**src/rtl/mem_stage_access_pkg.sv**
```systemverilog
// Shared types and constants for the memory-stage access controller.
// Default datapath widths, boolean constants and the access FSM state encoding.
package mem_stage_access_pkg;

    localparam int DATA_W_DEF = 32;
    localparam int PC_W_DEF   = 32;
    localparam int REG_W_DEF  = 5;

    typedef logic [DATA_W_DEF-1:0] DataPath;
    typedef logic [PC_W_DEF-1:0]   InsnAddrPath;
    typedef logic [REG_W_DEF-1:0]  RegNumPath;

    localparam logic TRUE  = 1'b1;
    localparam logic FALSE = 1'b0;

    typedef enum logic [1:0] {
        IDLE  = 2'd0,
        WAIT  = 2'd1,
        ABORT = 2'd2
    } MemState;

    function automatic logic isWordAligned(input logic [1:0] lowBits);
        return lowBits == 2'b00;
    endfunction

endpackage

```
**src/rtl/mem_stage_access_memwb.sv**
```systemverilog
// MEM/WB pipeline register with load-enable and bubble insertion.
// A held (stalled) register still clears its control bits so writeback sees a bubble.
module memwb_reg
    import mem_stage_access_pkg::*;
#(
    parameter int DATA_W = DATA_W_DEF,
    parameter int REG_W  = REG_W_DEF
) (
    input  logic              clk,
    input  logic              rst,
    input  logic              load,
    input  logic              bubble,
    input  logic              rdLoad,
    input  logic              regWrite,
    input  logic              memToReg,
    input  logic [DATA_W-1:0] rdData,
    input  logic [DATA_W-1:0] aluOut,
    input  logic [REG_W-1:0]  rfWrNum,
    output logic              wbRegWrite,
    output logic              wbMemToReg,
    output logic [DATA_W-1:0] wbRdData,
    output logic [DATA_W-1:0] wbAluOut,
    output logic [REG_W-1:0]  wbRfWrNum
);

    always_ff @(posedge clk) begin
        if (rst) begin
            wbRegWrite <= FALSE;
            wbMemToReg <= FALSE;
            wbRdData   <= '0;
            wbAluOut   <= '0;
            wbRfWrNum  <= '0;
        end else if (load) begin
            wbRegWrite <= regWrite & ~bubble;
            wbMemToReg <= memToReg & ~bubble;
            wbAluOut   <= aluOut;
            wbRfWrNum  <= rfWrNum;
            if (rdLoad) begin
                wbRdData <= rdData;
            end
        end else begin
            wbRegWrite <= FALSE;
            wbMemToReg <= FALSE;
        end
    end

endmodule

```
**src/rtl/mem_stage_access.sv**
```systemverilog
// Memory-stage access controller: EX/MEM consumer, branch resolve, data-memory
// req/ack sequencing with timeout abort, and MEM/WB register drive.
//
//   state | meaning
//   IDLE  | no access outstanding; zero-wait accesses complete here
//   WAIT  | request outstanding, counting cycles until ack or timeout
//   ABORT | one-cycle drop of the request; instruction retires as a bubble
module mem_stage_access
    import mem_stage_access_pkg::*;
#(
    parameter int DATA_W  = DATA_W_DEF,
    parameter int PC_W    = PC_W_DEF,
    parameter int REG_W   = REG_W_DEF,
    parameter int TIMEOUT = 255
) (
    input  logic              clk,
    input  logic              rst,
    input  logic              inMemToReg,
    input  logic              inRegWrite,
    input  logic              inMemRead,
    input  logic              inMemWrite,
    input  logic              inBranch,
    input  logic [PC_W-1:0]   inPcOut,
    input  logic              inIsEqual,
    input  logic [DATA_W-1:0] inAluOut,
    input  logic [DATA_W-1:0] inStoreData,
    input  logic [REG_W-1:0]  inRfWrNum,
    output logic              dmReq,
    output logic              dmWe,
    output logic [DATA_W-1:0] dmAddr,
    output logic [DATA_W-1:0] dmWrData,
    input  logic              dmAck,
    input  logic [DATA_W-1:0] dmRdData,
    output logic              stall,
    output logic              pcSrc,
    output logic [PC_W-1:0]   branchTarget,
    output logic              wbRegWrite,
    output logic              wbMemToReg,
    output logic [DATA_W-1:0] wbRdData,
    output logic [DATA_W-1:0] wbAluOut,
    output logic [REG_W-1:0]  wbRfWrNum,
    output logic              errAlign,
    output logic              errTimeout
);

    localparam int CNT_W = $clog2(TIMEOUT + 1);
    localparam logic [CNT_W-1:0] CNT_LAST = CNT_W'(TIMEOUT - 1);

    MemState          state;
    MemState          stateNext;
    logic [CNT_W-1:0] cnt;
    logic [CNT_W-1:0] cntNext;
    logic [CNT_W-1:0] cntInc;
    logic             setTimeout;
    logic             memOp;
    logic             misaligned;
    logic             retireBubble;
    logic             rdLoad;

    assign memOp        = inMemRead | inMemWrite;
    assign misaligned   = memOp & ~isWordAligned(inAluOut[1:0]);
    assign dmReq        = memOp & ~misaligned & (state != ABORT);
    assign dmWe         = inMemWrite & ~inMemRead;
    assign dmAddr       = inAluOut;
    assign dmWrData     = inStoreData;
    assign stall        = dmReq & ~dmAck;
    assign pcSrc        = inBranch & inIsEqual;
    assign branchTarget = inPcOut;
    assign retireBubble = misaligned | (state == ABORT);
    assign rdLoad       = dmReq & dmAck & inMemRead;
    assign cntInc       = cnt + CNT_W'(1);

    always_ff @(posedge clk) begin
        if (rst) begin
            state      <= IDLE;
            cnt        <= '0;
            errAlign   <= FALSE;
            errTimeout <= FALSE;
        end else begin
            state <= stateNext;
            cnt   <= cntNext;
            if (misaligned) begin
                errAlign <= TRUE;
            end
            if (setTimeout) begin
                errTimeout <= TRUE;
            end
        end
    end

    // The IDLE cycle of a stalled access counts toward TIMEOUT, so the
    // request is held for exactly TIMEOUT cycles before the abort.
    always_comb begin
        stateNext  = state;
        cntNext    = cnt;
        setTimeout = FALSE;
        case (state)
            IDLE: begin
                if (dmReq && !dmAck) begin
                    cntNext = '0;
                    if (TIMEOUT == 1) begin
                        stateNext  = ABORT;
                        setTimeout = TRUE;
                    end else begin
                        stateNext = WAIT;
                    end
                end
            end
            WAIT: begin
                if (!dmReq || dmAck) begin
                    stateNext = IDLE;
                end else begin
                    cntNext = cntInc;
                    if (cntInc == CNT_LAST) begin
                        stateNext  = ABORT;
                        setTimeout = TRUE;
                    end
                end
            end
            ABORT: begin
                stateNext = IDLE;
            end
            default: begin
                stateNext = IDLE;
            end
        endcase
    end

    memwb_reg #(
        .DATA_W (DATA_W),
        .REG_W  (REG_W)
    ) uMemWb (
        .clk        (clk),
        .rst        (rst),
        .load       (~stall),
        .bubble     (retireBubble),
        .rdLoad     (rdLoad),
        .regWrite   (inRegWrite),
        .memToReg   (inMemToReg),
        .rdData     (dmRdData),
        .aluOut     (inAluOut),
        .rfWrNum    (inRfWrNum),
        .wbRegWrite (wbRegWrite),
        .wbMemToReg (wbMemToReg),
        .wbRdData   (wbRdData),
        .wbAluOut   (wbAluOut),
        .wbRfWrNum  (wbRfWrNum)
    );

endmodule

```
**config.mk**
```make
export PLATFORM = sky130hd
export DESIGN_NAME = mem_stage_access
export DESIGN_NICKNAME = d
export VERILOG_FILES = /design/src/rtl/mem_stage_access_pkg.sv /design/src/rtl/mem_stage_access_memwb.sv /design/src/rtl/mem_stage_access.sv
export SDC_FILE = /design/constraint.sdc
export NUM_CORES = 1
export LEC_CHECK = 0
export ABC_AREA = 0
export ABC_CLOCK_PERIOD_IN_PS = 1930
export CORE_ASPECT_RATIO = 0.75
export CORE_MARGIN = 2
export CORE_UTILIZATION = 30
export DETAILED_ROUTE_END_ITERATION = 16
export PLACE_DENSITY = 0.85
export SETUP_SLACK_MARGIN = 0.2
export SYNTH_ARGS = -nofsm -noshare
export SYNTH_HDL_FRONTEND = slang
export SYNTH_SLANG_ARGS = --single-unit
```
**constraint.sdc**
```tcl
create_clock -name clk -period 1.93 [get_ports clk]
set_input_delay 0.386 -clock clk [delete_from_list [all_inputs] [get_ports clk]]
set_output_delay 0.386 -clock clk [all_outputs]
set_load 0.05 [all_outputs]
```
# ---- Yosys cells after proc, flatten, opt, wreduce, memory -nomap -nowiden
# Cells that the tools add are included.
dict set report word_totals {
  ff_bits 83
  in_bits 142
  out_inout_bits 173
  word_cells 56
}
dict set report classes {
  addsub 1
  n_eq_ne 7
  muxes 10
  bitwise_logic 18
  reduce_logical 11
}
# cell count
set ops {}
lappend ops {{2-to-1 mux 8 bit} 2}
lappend ops {{one-hot mux 8 bit (2 select lines)} 1}
lappend ops {{AND 1 bit} 10}
lappend ops {{adder 8 x 1 -> 8 bit (second input constant)} 1}
lappend ops {{== test 8 bit (second input constant)} 1}
lappend ops {{2-to-1 mux 2 bit} 3}
lappend ops {{!= test 2 bit (second input constant)} 3}
lappend ops {{NOT 1 bit} 6}
lappend ops {{zero test 2 bit} 2}
lappend ops {{one-hot mux 2 bit (2 select lines)} 1}
lappend ops {{AND reduction 2 bit} 2}
lappend ops {{2-to-1 mux 1 bit} 3}
lappend ops {{!= test 3 bit (second input constant)} 1}
lappend ops {{AND reduction 3 bit} 1}
lappend ops {{== test 2 x 1 -> 1 bit (second input constant)} 1}
lappend ops {{== test 2 bit (second input constant)} 1}
lappend ops {{zero test 1 bit} 2}
lappend ops {{OR 1 bit} 2}
lappend ops {{nonzero test 2 bit} 1}
lappend ops {{OR reduction 2 bit} 1}
lappend ops {{logical AND 1 bit} 1}
lappend ops {{logical OR 1 bit} 1}

# ---- Depth between registers and ports, before layout
dict set report logic_depth {
  depth_word 10
  mapped_depth 8
}

# ---- Cells and area by module
# From an unflattened synthesis, not the netlist that was laid out.
dict set report hier_totals {
  hier_cells 459
  area_unflattened_um2 4285.4
}
# mod instances cells_each area_each_um2 seq_area_each_um2
set by_module_without_submodules {}
lappend by_module_without_submodules {memwb_reg 1 270 2847.7 1421.4}
lappend by_module_without_submodules {mem_stage_access 1 189 1437.6 240.2}

# ---- Least setup slack after synthesis
# No wires, ideal clock.
dict set report synth_path {
  path_type {in2out}
  startpoint {in inAluOut[0]}
  endpoint {out dmReq}
  arrival_time_ns 1.784
  t_required_ns 1.544
  path_slack_ns -0.240
  stages 3
  n_path_buf 1
  path_cell_list {or2_1 > buf_6 > nor3_1}
}
dict set report synth_via {
  elab_chain_cells 6
}
# item line_no
set synth_rtl {}
lappend synth_rtl {{from (decl)} mem_stage_access.sv:25} ;# input logic [DATA_W-1:0] inAluOut,
lappend synth_rtl {{zero test 2 bit} mem_stage_access_pkg.sv:23} ;# return lowBits == 2'b00;
lappend synth_rtl {{NOT 1 bit} mem_stage_access.sv:61} ;# assign misaligned = memOp & ~isWordAligned(inAluOut[1:0]);
lappend synth_rtl {{AND 1 bit} mem_stage_access.sv:61}
lappend synth_rtl {{NOT 1 bit} mem_stage_access.sv:62} ;# assign dmReq = memOp & ~misaligned & (state != ABORT);
lappend synth_rtl {{AND 1 bit (2 in series)} mem_stage_access.sv:62}
lappend synth_rtl {{to (decl)} mem_stage_access.sv:28} ;# output logic dmReq,
# No other way between the ends.

# ---- Worst setup path in the final report
dict set report layout_path {
  startpoint {in inAluOut[0]}
  endpoint {out stall}
}
dict set report layout_via {
  elab_chain_cells 7
}
# item line_no
set layout_rtl {}
lappend layout_rtl {{zero test 2 bit} mem_stage_access_pkg.sv:23}
lappend layout_rtl {{NOT 1 bit} mem_stage_access.sv:61}
lappend layout_rtl {{AND 1 bit} mem_stage_access.sv:61}
lappend layout_rtl {{NOT 1 bit} mem_stage_access.sv:62}
lappend layout_rtl {{AND 1 bit (2 in series)} mem_stage_access.sv:62}
lappend layout_rtl {{AND 1 bit} mem_stage_access.sv:66} ;# assign stall = dmReq & ~dmAck;
lappend layout_rtl {{to (decl)} mem_stage_access.sv:34} ;# output logic stall,
# No other way between the ends.

==> impl_metrics.env <==
export IMPL_use_met2_pct=25.8
export IMPL_yosys_warnings=0
export IMPL_grt_pass1_vias=3303
export IMPL_grtUsageTotal_pct=15.4
export IMPL_portBuffers=186
export IMPL_wirelength_um=11000
export IMPL_root_buffer="clkbuf_16"
export IMPL_clockBufferDepth=2
export IMPL_antenna_found_initial=0
export IMPL_final_hold_viol_count=0
export IMPL_ys_types=37
export IMPL_power_density_mw_per_mm2=770
export IMPL_place_area_sq_mm=0.00561
export IMPL_fin_crit_ns=1.90
export IMPL_final_util_pct=47.2
export IMPL_final_setup_viol_count=0
export IMPL_yosysTopAreaCellShare_pct=42.8
export IMPL_die_area_sq_mm=0.0139
export IMPL_dp_hpwl_um=8240
export IMPL_die_x_um=135
export IMPL_gr_total_overflow=0
export IMPL_initial_core_util_pct=31.2
export IMPL_synth_edf_count=0
export IMPL_vias_per_cell=4.61
export IMPL_hp_class="in -> reg"
export IMPL_syn_area_sq_mm=0.00388
export IMPL_synth_ff_type="dfxtp_1"
export IMPL_use_met1_pct=17.4
export IMPL_critPathKind="in -> out"
export IMPL_synth_fp_nets=639
export IMPL_syn_instance_count=495
export IMPL_max_freq_mhz=525
export IMPL_rsz0062_at_grt="true"
export IMPL_cts_tree="done"
export IMPL_critPathRequiredTime_ns=1.54
export IMPL_drive_above_1_share_pct=16.4
export IMPL_grt_max_degree=43
export IMPL_io_pins=315
export IMPL_cts_hold_buf=0
export IMPL_busiest_layer="met2"
export IMPL_p_leak_nw=2.52
export IMPL_drt_pass1_iter_count=4
export IMPL_fin_nets=730
export IMPL_num_vias=3490
export IMPL_drv_cap=0
export IMPL_finalClockSkew_ns=0.00475
export IMPL_grt_first_pass_wirelength_um=16700
export IMPL_worstPathArrival_ns=1.52
export IMPL_syn_area_per_cell_sq_um=7.85
export IMPL_place_congestion=0.792
export IMPL_met3_usage_pct=8.55
export IMPL_vdd_drop_max_mv=0.500
export IMPL_stdcell_area_sq_mm=0.00587
export IMPL_p_total_mw=4.52
export IMPL_die_y_um=103
export IMPL_maxSlewHeadroom_pct=65.4
export IMPL_yosys_top_cells_area="dfxtp_1 43%, buf_4 19%, nand2_1 14%, a21oi_1 10%, clkbuf_1 1.8%"
export IMPL_cts_sinks=83
export IMPL_ys_seq_elements=83
export IMPL_ys_seq_area_share_pct=42.8
export IMPL_core_rowCount=35
export IMPL_synth_area_leader_cell="dfxtp_1"
export IMPL_diodes=0
export IMPL_status="complete, no violations"
export IMPL_startpoint_type="primary input"
export IMPL_clkTransAtPathRegs_ns=0.06
export IMPL_avgRoutedWirePerCell_um=14.5
export IMPL_period_share_pct=98.6
export IMPL_tightest_slew_ns=0.520
export IMPL_cp_max_fo=4
export IMPL_drv_slew=0
export IMPL_synthArstFlopShare_pct=0
export IMPL_htree_levels=3
export IMPL_post_place_ws_ns=-0.455
export IMPL_coreArea_sq_mm=0.0124
export IMPL_clock_latency_ns=0.33
export IMPL_syn2layout_area_growth_pct=51.0
export IMPL_ant_nets=0
export IMPL_cts_buffers=9
export IMPL_setup_ws_ns=0.0269
export IMPL_cp_end_kind="output pin"
export IMPL_drt_iter0_markers=160
export IMPL_drcViolationCount=0
-- worst paths after layout --
path	startpoint	endpoint	slack, ns	depth (start not counted)
min reg2reg	uMemWb.wbRfWrNum[3]	uMemWb.wbRfWrNum[3]	0.45	2
min	inAluOut[0]	uMemWb.wbAluOut[0]	0.30	3
max reg2reg	cnt[1]	cnt[6]	0.32	5
max	inAluOut[0]	stall	0.03	5
-- per-stage QoR --
step                      hold slack (ns)  cells  TNS (ns)
after floorplan                     0.479    495         0
after global placement              0.438    740    -19.16
after detailed placement            0.443    740    -20.51
after CTS                           0.376    757         0
after global routing                0.309    757  -0.00305
final                               0.303    757         0
-- layout by cell type, fill, tap and decap left out, types with 2 or more instances in the layout --
cell / instances
and4b_1: 2
buf_12: 40
dlygate4sd2_1: 63
inv_1: 4
clkinvlp_4: 2
dfxtp_1: 80
nand2_1: 141
clkdlybuf4s50_1: 71
buf_2: 2
a21oi_1: 78
and4_1: 3
clkbuf_16: 9
dfxtp_2: 3
buf_4: 27
a31oi_1: 3
nor2_1: 8
nand4b_1: 4
nand3_1: 4
nor3_1: 3
or3_1: 3
nor4_1: 2
nand2b_1: 2
clkinv_4: 2
o21ai_0: 6
nor2b_1: 4
-- flip-flops by register name (all words and copies together) (netlist names) --
signal             flops
uMemWb.wbRdData       32
errTimeout             1
uMemWb.wbMemToReg      1
uMemWb.wbRfWrNum       5
state                  2
uMemWb.wbAluOut       32
uMemWb.wbRegWrite      1
errAlign               1
cnt                    8
-- where the power goes --
| part | internal (mW) | switching, mW | leakage [nW] |
|---|---|---|---|
| logic | 0.408 | 0.581 | 1.70 |
| clock network | 1.01 | 0.711 | 0.142 |
| registers | 1.78 | 0.0301 | 0.682 |
| total | 3.20 | 1.32 | 2.52 |
-- synthesized netlist by cell type (all sizes together) (2+ instances only) --
| cell | number |
|---|---|
| nor2 | 8 |
| clkbuf | 19 |
| nand3 | 4 |
| nor3 | 4 |
| inv | 5 |
| nor2b | 5 |
| dfxtp | 83 |
| nor4 | 2 |
| nand2b | 2 |
| a21oi | 78 |
| or3 | 4 |
| and4b | 2 |
| or4 | 2 |
| o21ai | 6 |
| and4 | 3 |
| buf | 105 |
| or2 | 2 |
| nand4b | 4 |
| nand2 | 141 |
| ha | 2 |
| a31oi | 3 |
-- logic make-up (layout without fill, tap and decap cells) --
kind of cell               Yosys count  in the layout  synth area share [%]
and+or+nand+nor                    185            185                  20.8
adders and majority gates            2              2                 0.644
xor gates and xnor gates             1              1                 0.226
DFF                                 83             83                  42.8
AOI/OAI and AO/OA                   95             95                  13.0
buffers and inverters              129            225                  22.6
-- per-layer routing --
metal / wire [um] / part of all wire [%]
met2: 5110 / 46
met5: 0 / 0
met1: 4400 / 40
met4: 87 / 0.79
met3: 1390 / 13
-- final cells by class --
type	count	area, sq um
fillers	1205	6570
repair buffers	204	2290
flip-flops and latches	83	1670
multi-input cells	283	1380
clock buffers	9	225
well taps	166	208
clock inverters	7	76.3
inverters	5	21.3
-- worst max-delay path, cell delays in order --
cell and delay [ns]:
buf_6 0.11, or2_4 0.25, or4_4 0.54, inv_4 0.10, buf_12 0.13
-- what timing repair did --
action,4_1_cts,5_1_grt
endpoints found under the setup margin,113,3
setup buffers,1,0
pin swaps,2,3
resized for setup,79,5
hold endpoints to repair,0,0
No activity file was read; power rests on OpenSTA's default activity.
